===== config.mk =====
export PLATFORM = sky130hd
export DESIGN_NAME = fetch_pc_unit
export DESIGN_NICKNAME = d
export VERILOG_FILES = /design/src/rtl/fetch_pc_unit_pkg.sv /design/src/rtl/fetch_pc_unit_mux2to1by32.sv /design/src/rtl/fetch_pc_unit.sv
export SDC_FILE = /design/constraint.sdc
export NUM_CORES = 1
export LEC_CHECK = 0
export ABC_AREA = 0
export ABC_CLOCK_PERIOD_IN_PS = 4000
export BUFFER_PORTS_ARGS = -buffer_cell sky130_fd_sc_hd__buf_2
export CELL_PAD_IN_SITES_DETAIL_PLACEMENT = 1
export CELL_PAD_IN_SITES_GLOBAL_PLACEMENT = 1
export CORE_ASPECT_RATIO = 1.2
export CORE_MARGIN = 2
export CORE_UTILIZATION = 39
export CTS_CLUSTER_DIAMETER = 30
export DETAILED_ROUTE_END_ITERATION = 10
export GPL_TIMING_DRIVEN = 0
export PLACE_DENSITY = 0.88
export SLEW_MARGIN = 20
export SYNTH_ARGS = -nofsm -noshare
export SYNTH_HDL_FRONTEND = slang
export SYNTH_SLANG_ARGS = --single-unit

===== constraint.sdc =====
create_clock -name clk -period 4 [get_ports clk]
set_clock_uncertainty 0.15 [all_clocks]
set_input_delay 0.4 -clock clk [delete_from_list [all_inputs] [get_ports clk]]
set_output_delay 0.4 -clock clk [all_outputs]
set_load 0.05 [all_outputs]

===== src/rtl/fetch_pc_unit_pkg.sv =====
// Shared definitions for the instruction-fetch front end: FSM encoding and PC constants.
package fetch_pc_unit_pkg;

  typedef enum logic [1:0] {
    IDLE   = 2'd0,
    WAIT   = 2'd1,
    SQUASH = 2'd2,
    HOLD   = 2'd3
  } fetch_state_t;

  localparam logic [31:0] PC_STEP   = 32'd4;
  localparam logic [31:0] WORD_MASK = 32'hFFFF_FFFC;

endpackage


===== src/rtl/fetch_pc_unit_mux2to1by32.sv =====
// 32-bit 2:1 multiplexer used for next-PC selection.
module mux2to1by32 (
  input  logic        address,
  input  logic [31:0] input0,
  input  logic [31:0] input1,
  output logic [31:0] out
);

  assign out = address ? input1 : input0;

endmodule


===== src/rtl/fetch_pc_unit.sv =====
// Instruction-fetch front end: owns the PC, issues one outstanding imem read at a time,
// and hands fetched words (tagged with their PC) to decode over valid/ready.
module fetch_pc_unit
  import fetch_pc_unit_pkg::*;
#(
  parameter logic [31:0] RESET_PC = 32'h0000_0000
) (
  input  logic        clk,
  input  logic        reset,
  input  logic        stall,
  input  logic        redirect,
  input  logic [31:0] redirect_target,
  output logic        imem_req,
  output logic [31:0] imem_addr,
  input  logic        imem_ack,
  input  logic [31:0] imem_rdata,
  output logic        instr_valid,
  output logic [31:0] instr,
  output logic [31:0] instr_pc,
  input  logic        instr_ready
);

  fetch_state_t state_reg, state_next;
  logic [31:0]  pc_reg, pc_next;
  logic         req_reg, req_next;
  logic [31:0]  addr_reg, addr_next;
  logic         valid_reg, valid_next;
  logic [31:0]  instr_reg, instr_next;
  logic [31:0]  ipc_reg, ipc_next;
  logic [31:0]  mux_out;
  logic         pc_load;

  mux2to1by32 u_next_pc_mux (
    .address (redirect),
    .input0  (pc_reg + PC_STEP),
    .input1  (redirect_target & WORD_MASK),
    .out     (mux_out)
  );

  // PC only moves on a redirect (any state) or when a fetch completes in WAIT.
  assign pc_load = redirect || (state_reg == WAIT && imem_ack);
  assign pc_next = pc_load ? mux_out : pc_reg;

  always_comb begin
    state_next = state_reg;
    req_next   = req_reg;
    addr_next  = addr_reg;
    valid_next = valid_reg;
    instr_next = instr_reg;
    ipc_next   = ipc_reg;
    unique case (state_reg)
      IDLE: begin
        if (!redirect && !stall) begin
          state_next = WAIT;
          req_next   = 1'b1;
          addr_next  = pc_reg;
        end
      end
      WAIT: begin
        if (imem_ack) begin
          req_next = 1'b0;
          if (redirect) begin
            state_next = IDLE;
          end else begin
            state_next = HOLD;
            instr_next = imem_rdata;
            ipc_next   = pc_reg;
            valid_next = 1'b1;
          end
        end else if (redirect) begin
          state_next = SQUASH;
        end
      end
      SQUASH: begin
        // Request is still outstanding at the old address; drain it and drop the data.
        if (imem_ack) begin
          req_next   = 1'b0;
          state_next = IDLE;
        end
      end
      HOLD: begin
        if (redirect) begin
          valid_next = 1'b0;
          state_next = IDLE;
        end else if (instr_ready) begin
          valid_next = 1'b0;
          if (!stall) begin
            state_next = WAIT;
            req_next   = 1'b1;
            addr_next  = pc_reg;
          end else begin
            state_next = IDLE;
          end
        end
      end
      default: state_next = IDLE;
    endcase
  end

  always_ff @(posedge clk) begin
    if (reset) begin
      state_reg <= IDLE;
      pc_reg    <= RESET_PC;
      req_reg   <= 1'b0;
      addr_reg  <= RESET_PC;
      valid_reg <= 1'b0;
      instr_reg <= 32'd0;
      ipc_reg   <= 32'd0;
    end else begin
      state_reg <= state_next;
      pc_reg    <= pc_next;
      req_reg   <= req_next;
      addr_reg  <= addr_next;
      valid_reg <= valid_next;
      instr_reg <= instr_next;
      ipc_reg   <= ipc_next;
    end
  end

  assign imem_req    = req_reg;
  assign imem_addr   = addr_reg;
  assign instr_valid = valid_reg;
  assign instr       = instr_reg;
  assign instr_pc    = ipc_reg;

endmodule


==> key figures <==
Min path
  • Worst Hold Class: input pin to flip-flop
  • Hold depth: 3

Cells and area
  • Layout Cells excl Fill: 1064
  • NumNets Final: 955
  • Layout cell share with drive strength beyond 1: around a quarter
  • # fillers: about 1700
  • Area growth syn-to-layout: 30.6%
  • Final Instance Area: slightly above 0.007 mm²
  • Largest register FFs: 32
  • Sequential cell area: about 0.0025 mm²
  • Area of the multi-input gates: about 0.0026 mm²

Yosys
  • Fraction of registers with async set/reset: 0%
  • Top post-synthesis cells by area: dfxtp_1 (47%), nand2_1 (14%), a21oi_1 (9.4%), clkbuf_1 (2.8%), nor2_1 (1.9%)
  • Cells after synthesis: roughly 700
  • Ys flop type: dfxtp_1
  • Share of the synthesized area in the top cell type: a little under half
  • Syn Area/Cell: 7.79 µm²
  • Synth area leader: dfxtp_1
  • Seq/Total Area, Yosys: between 40% and 50%
  • Post-synth EDFFs: 0
  • #FFs+latches synth: between 100 and 150
  • Ys Warns: 0
  • Area of the mapped netlist: roughly 0.0054 mm²
  • Cell variety after synth: 53

Drt
  • Drt total wl: about 19 mm
  • Drt via density: 5.47
  • Total number of vias: 5818
  • Antenna Violating Nets Remaining: 0
  • DR DRC count: 0
  • Pre-antenna DRT Iters: 6
  • Wirelength per Cell: 18.0 µm
  • DRT iter0 DRCs: between 300 and 400

Placed design
  • Port bufs: around 160
  • Post-Place Cells: slightly above 1000
  • DP Wirelength: 13.5 mm
  • Routability cong.: 0.837
  • Area after DPL: 0.00645 mm²
  • Pre-CTS WS: 1120 ps

Critical path
  • Worst Reg-to-Reg Cells: 8
  • Slowest-stage cell, CP: nor4_1
  • CP endpoint kind: flip-flop
  • Critical path class: flip-flop to flip-flop
  • Crit-path max FO: 10
  • Max stage delay on crit path: 720 ps
  • Crit path DAT: a little over 3000 ps
  • Critical Path RT: approximately 4200 ps
  • Crit-path cells: inv_1 > ha_1 > buf_6 > nand4_2 > nor4_1 > buf_2 > a21oi_1 > or3b_2
  • Crit start category: flip-flop

Timing
  • Period Utilization, post-route: 72.9%
  • Total negative slack: 0 ps
  • Final Max Slew Viols: 0
  • RSZ-0062 raised after global routing: no
  • Rel. slew slack: between 40% and 50%
  • Final Hold Fails: 0
  • Slew of the pin with the lowest slew margin: around 860 ps
  • Final worst setup slack: 1080 ps
  • Final setup vio count: 0
  • FMAX: 343 MHz
  • Min cycle time layout: 2920 ps

Global routing
  • Initial antenna violation count: 1
  • Congestion Overflow GR: 0
  • Total Routing Usage GR: about 25%
  • Largest net degree at the start of global routing: 17
  • Vias in the first global route: 5967
  • First-pass GRT wire length: 30.2 mm

Die
  • Site Rows: between 40 and 50
  • Die Y: about 130 µm
  • Die Area: around 0.015 mm²
  • # IOs: 168
  • Initial core utilization: a little under 40%
  • Core Region: approximately 0.014 mm²
  • DIE WIDTH: ~110 µm

Clock network
  • TritonCTS clock tree: yes
  • Post_cts resized: 0
  • H-tree lvl count: 4
  • Post-CTS Hold Fix Bufs: 0
  • Clk_lat worst skew: roughly 430 ps
  • Total CTS buffers: 17
  • Clk sink count: around 130
  • CTS root buf: clkbuf_16
  • Clock-pin slew on the worst setup and hold paths: approximately 60 ps
  • Setup Fix Bufs, Post-CTS: 0
  • Clock Tree Buf Depth: 2

Outcome
  • Status: finished, final reports clean

Pwr
  • Pwr dens: between 400 and 500 mW/mm²
  • Lkg Pwr: between 2 and 3 nW
  • VDD IR-drop max: 0.260 mV

Run
  • Number of max-cap violations: 0
logic make-up (layout without fill, tap and decap cells):
| logic type | Yosys count | count (layout) | synth area share (%) |
|---|---|---|---|
| compound gates | 156 | 156 | 17.0 |
| flops | 126 | 126 | 46.5 |
| fa+ha+maj | 6 | 6 | 1.38 |
| other cells | 1 | 5 | 0.0691 |
| buf+inv | 72 | 265 | 6.04 |
| simple gates | 324 | 324 | 27.1 |
| mux | 2 | 2 | 0.369 |
| xor+xnor | 9 | 9 | 1.45 |
critical path: cells and delay by family (launching register included):
family                     cells  cell delay [ps]
buffers and inverters          3              620
adders and majority gates      1              170
DFF                            1              340
and+or+nand+nor                3             1410
AOI/OAI and AO/OA              1               90
synth_stat cells (2+ instances only):
| cell | instances |
|---|---|
| a2111oi_0 | 9 |
| a211oi_1 | 11 |
| a21oi_1 | 102 |
| a311oi_1 | 7 |
| and2_1 | 2 |
| and3_1 | 4 |
| and4_1 | 8 |
| buf_1 | 3 |
| buf_2 | 4 |
| buf_4 | 4 |
| buf_6 | 5 |
| clkbuf_1 | 40 |
| dfxtp_1 | 126 |
| ha_1 | 6 |
| inv_1 | 16 |
| mux2i_1 | 2 |
| nand2_1 | 208 |
| nand3_1 | 16 |
| nand3b_1 | 5 |
| nand4_1 | 7 |
| nor2_1 | 28 |
| nor2b_1 | 5 |
| nor3_1 | 12 |
| nor3b_1 | 2 |
| nor4_1 | 10 |
| o211ai_1 | 2 |
| o21ai_0 | 11 |
| o22ai_1 | 2 |
| or2_2 | 2 |
| or3_1 | 6 |
| or4_1 | 2 |
| xnor2_1 | 7 |
| xor2_1 | 2 |
routing by layer:
| layer | share of wire (%) | GRT usage [%] | vias up |
|---|---|---|---|
| met2 | 50 | 44.1 | 237 |
| met1 | 41 | 29.7 | 2775 |
| met3 | 5.9 | 5.55 | 60 |
| met5 | 0 | 0 | - |
| li1 | - | - | 2746 |
| met4 | 3.5 | 11.9 | 0 |
power by group:
part / switching, mW / leakage (nW) / internal (mW)
clock network: 0.596 / 0.303 / 1.03
logic: 0.319 / 1.54 / 0.130
registers: 0.0540 / 1.03 / 1.31
total: 0.969 / 2.87 / 2.47
per-stage QoR:
step | util (%) | hold WS [ps] | total power, mW
after global routing | 51.7 | 62.0 | 3.55
after CTS | 51.7 | 55.7 | 3.45
final | 51.7 | 61.7 | 3.44
after global placement | 47.1 | 289 | 1.82
after detailed placement | 47.1 | 295 | 1.83
after floorplan | - | 309 | 1.68
cells in the final DEF, fill, tap and decap left out, drive strengths merged, types with 7 or more instances in the layout:
cell / n
nand4: 9
a211oi: 11
o21ai: 11
nand2: 208
inv: 18
a311oi: 7
dfxtp: 126
a21oi: 102
and4: 8
nand3: 17
nor4: 10
clkbuf: 60
nor3: 12
buf: 177
nor2: 28
xnor2: 7
or3: 7
a2111oi: 10
area by class of cell:
class                   count  area share [%]
clock inverters            12            2.24
clock buffers              20            6.59
multi-input cells         501            36.5
inverters                  16           0.848
well taps                 171            3.02
repair buffers            161            11.4
diodes                      1          0.0353
flip-flops and latches    126            35.6
plain buffers              56            3.78
path summary, 6_finish.rpt:
check | from | endpoint | slack [ps]
max | state_reg[1]$_SDFFE_PP0P_ | pc_reg[31]$_SDFFE_PP0P_ | 1080
min | imem_rdata[30] | instr[30]$_SDFFE_PP0P_ | 60
max reg2reg | state_reg[1]$_SDFFE_PP0P_ | pc_reg[31]$_SDFFE_PP0P_ | 1080
min reg2reg | instr[8]$_SDFFE_PP0P_ | instr[8]$_SDFFE_PP0P_ | 300
No activity file was read; power rests on OpenSTA's default activity.
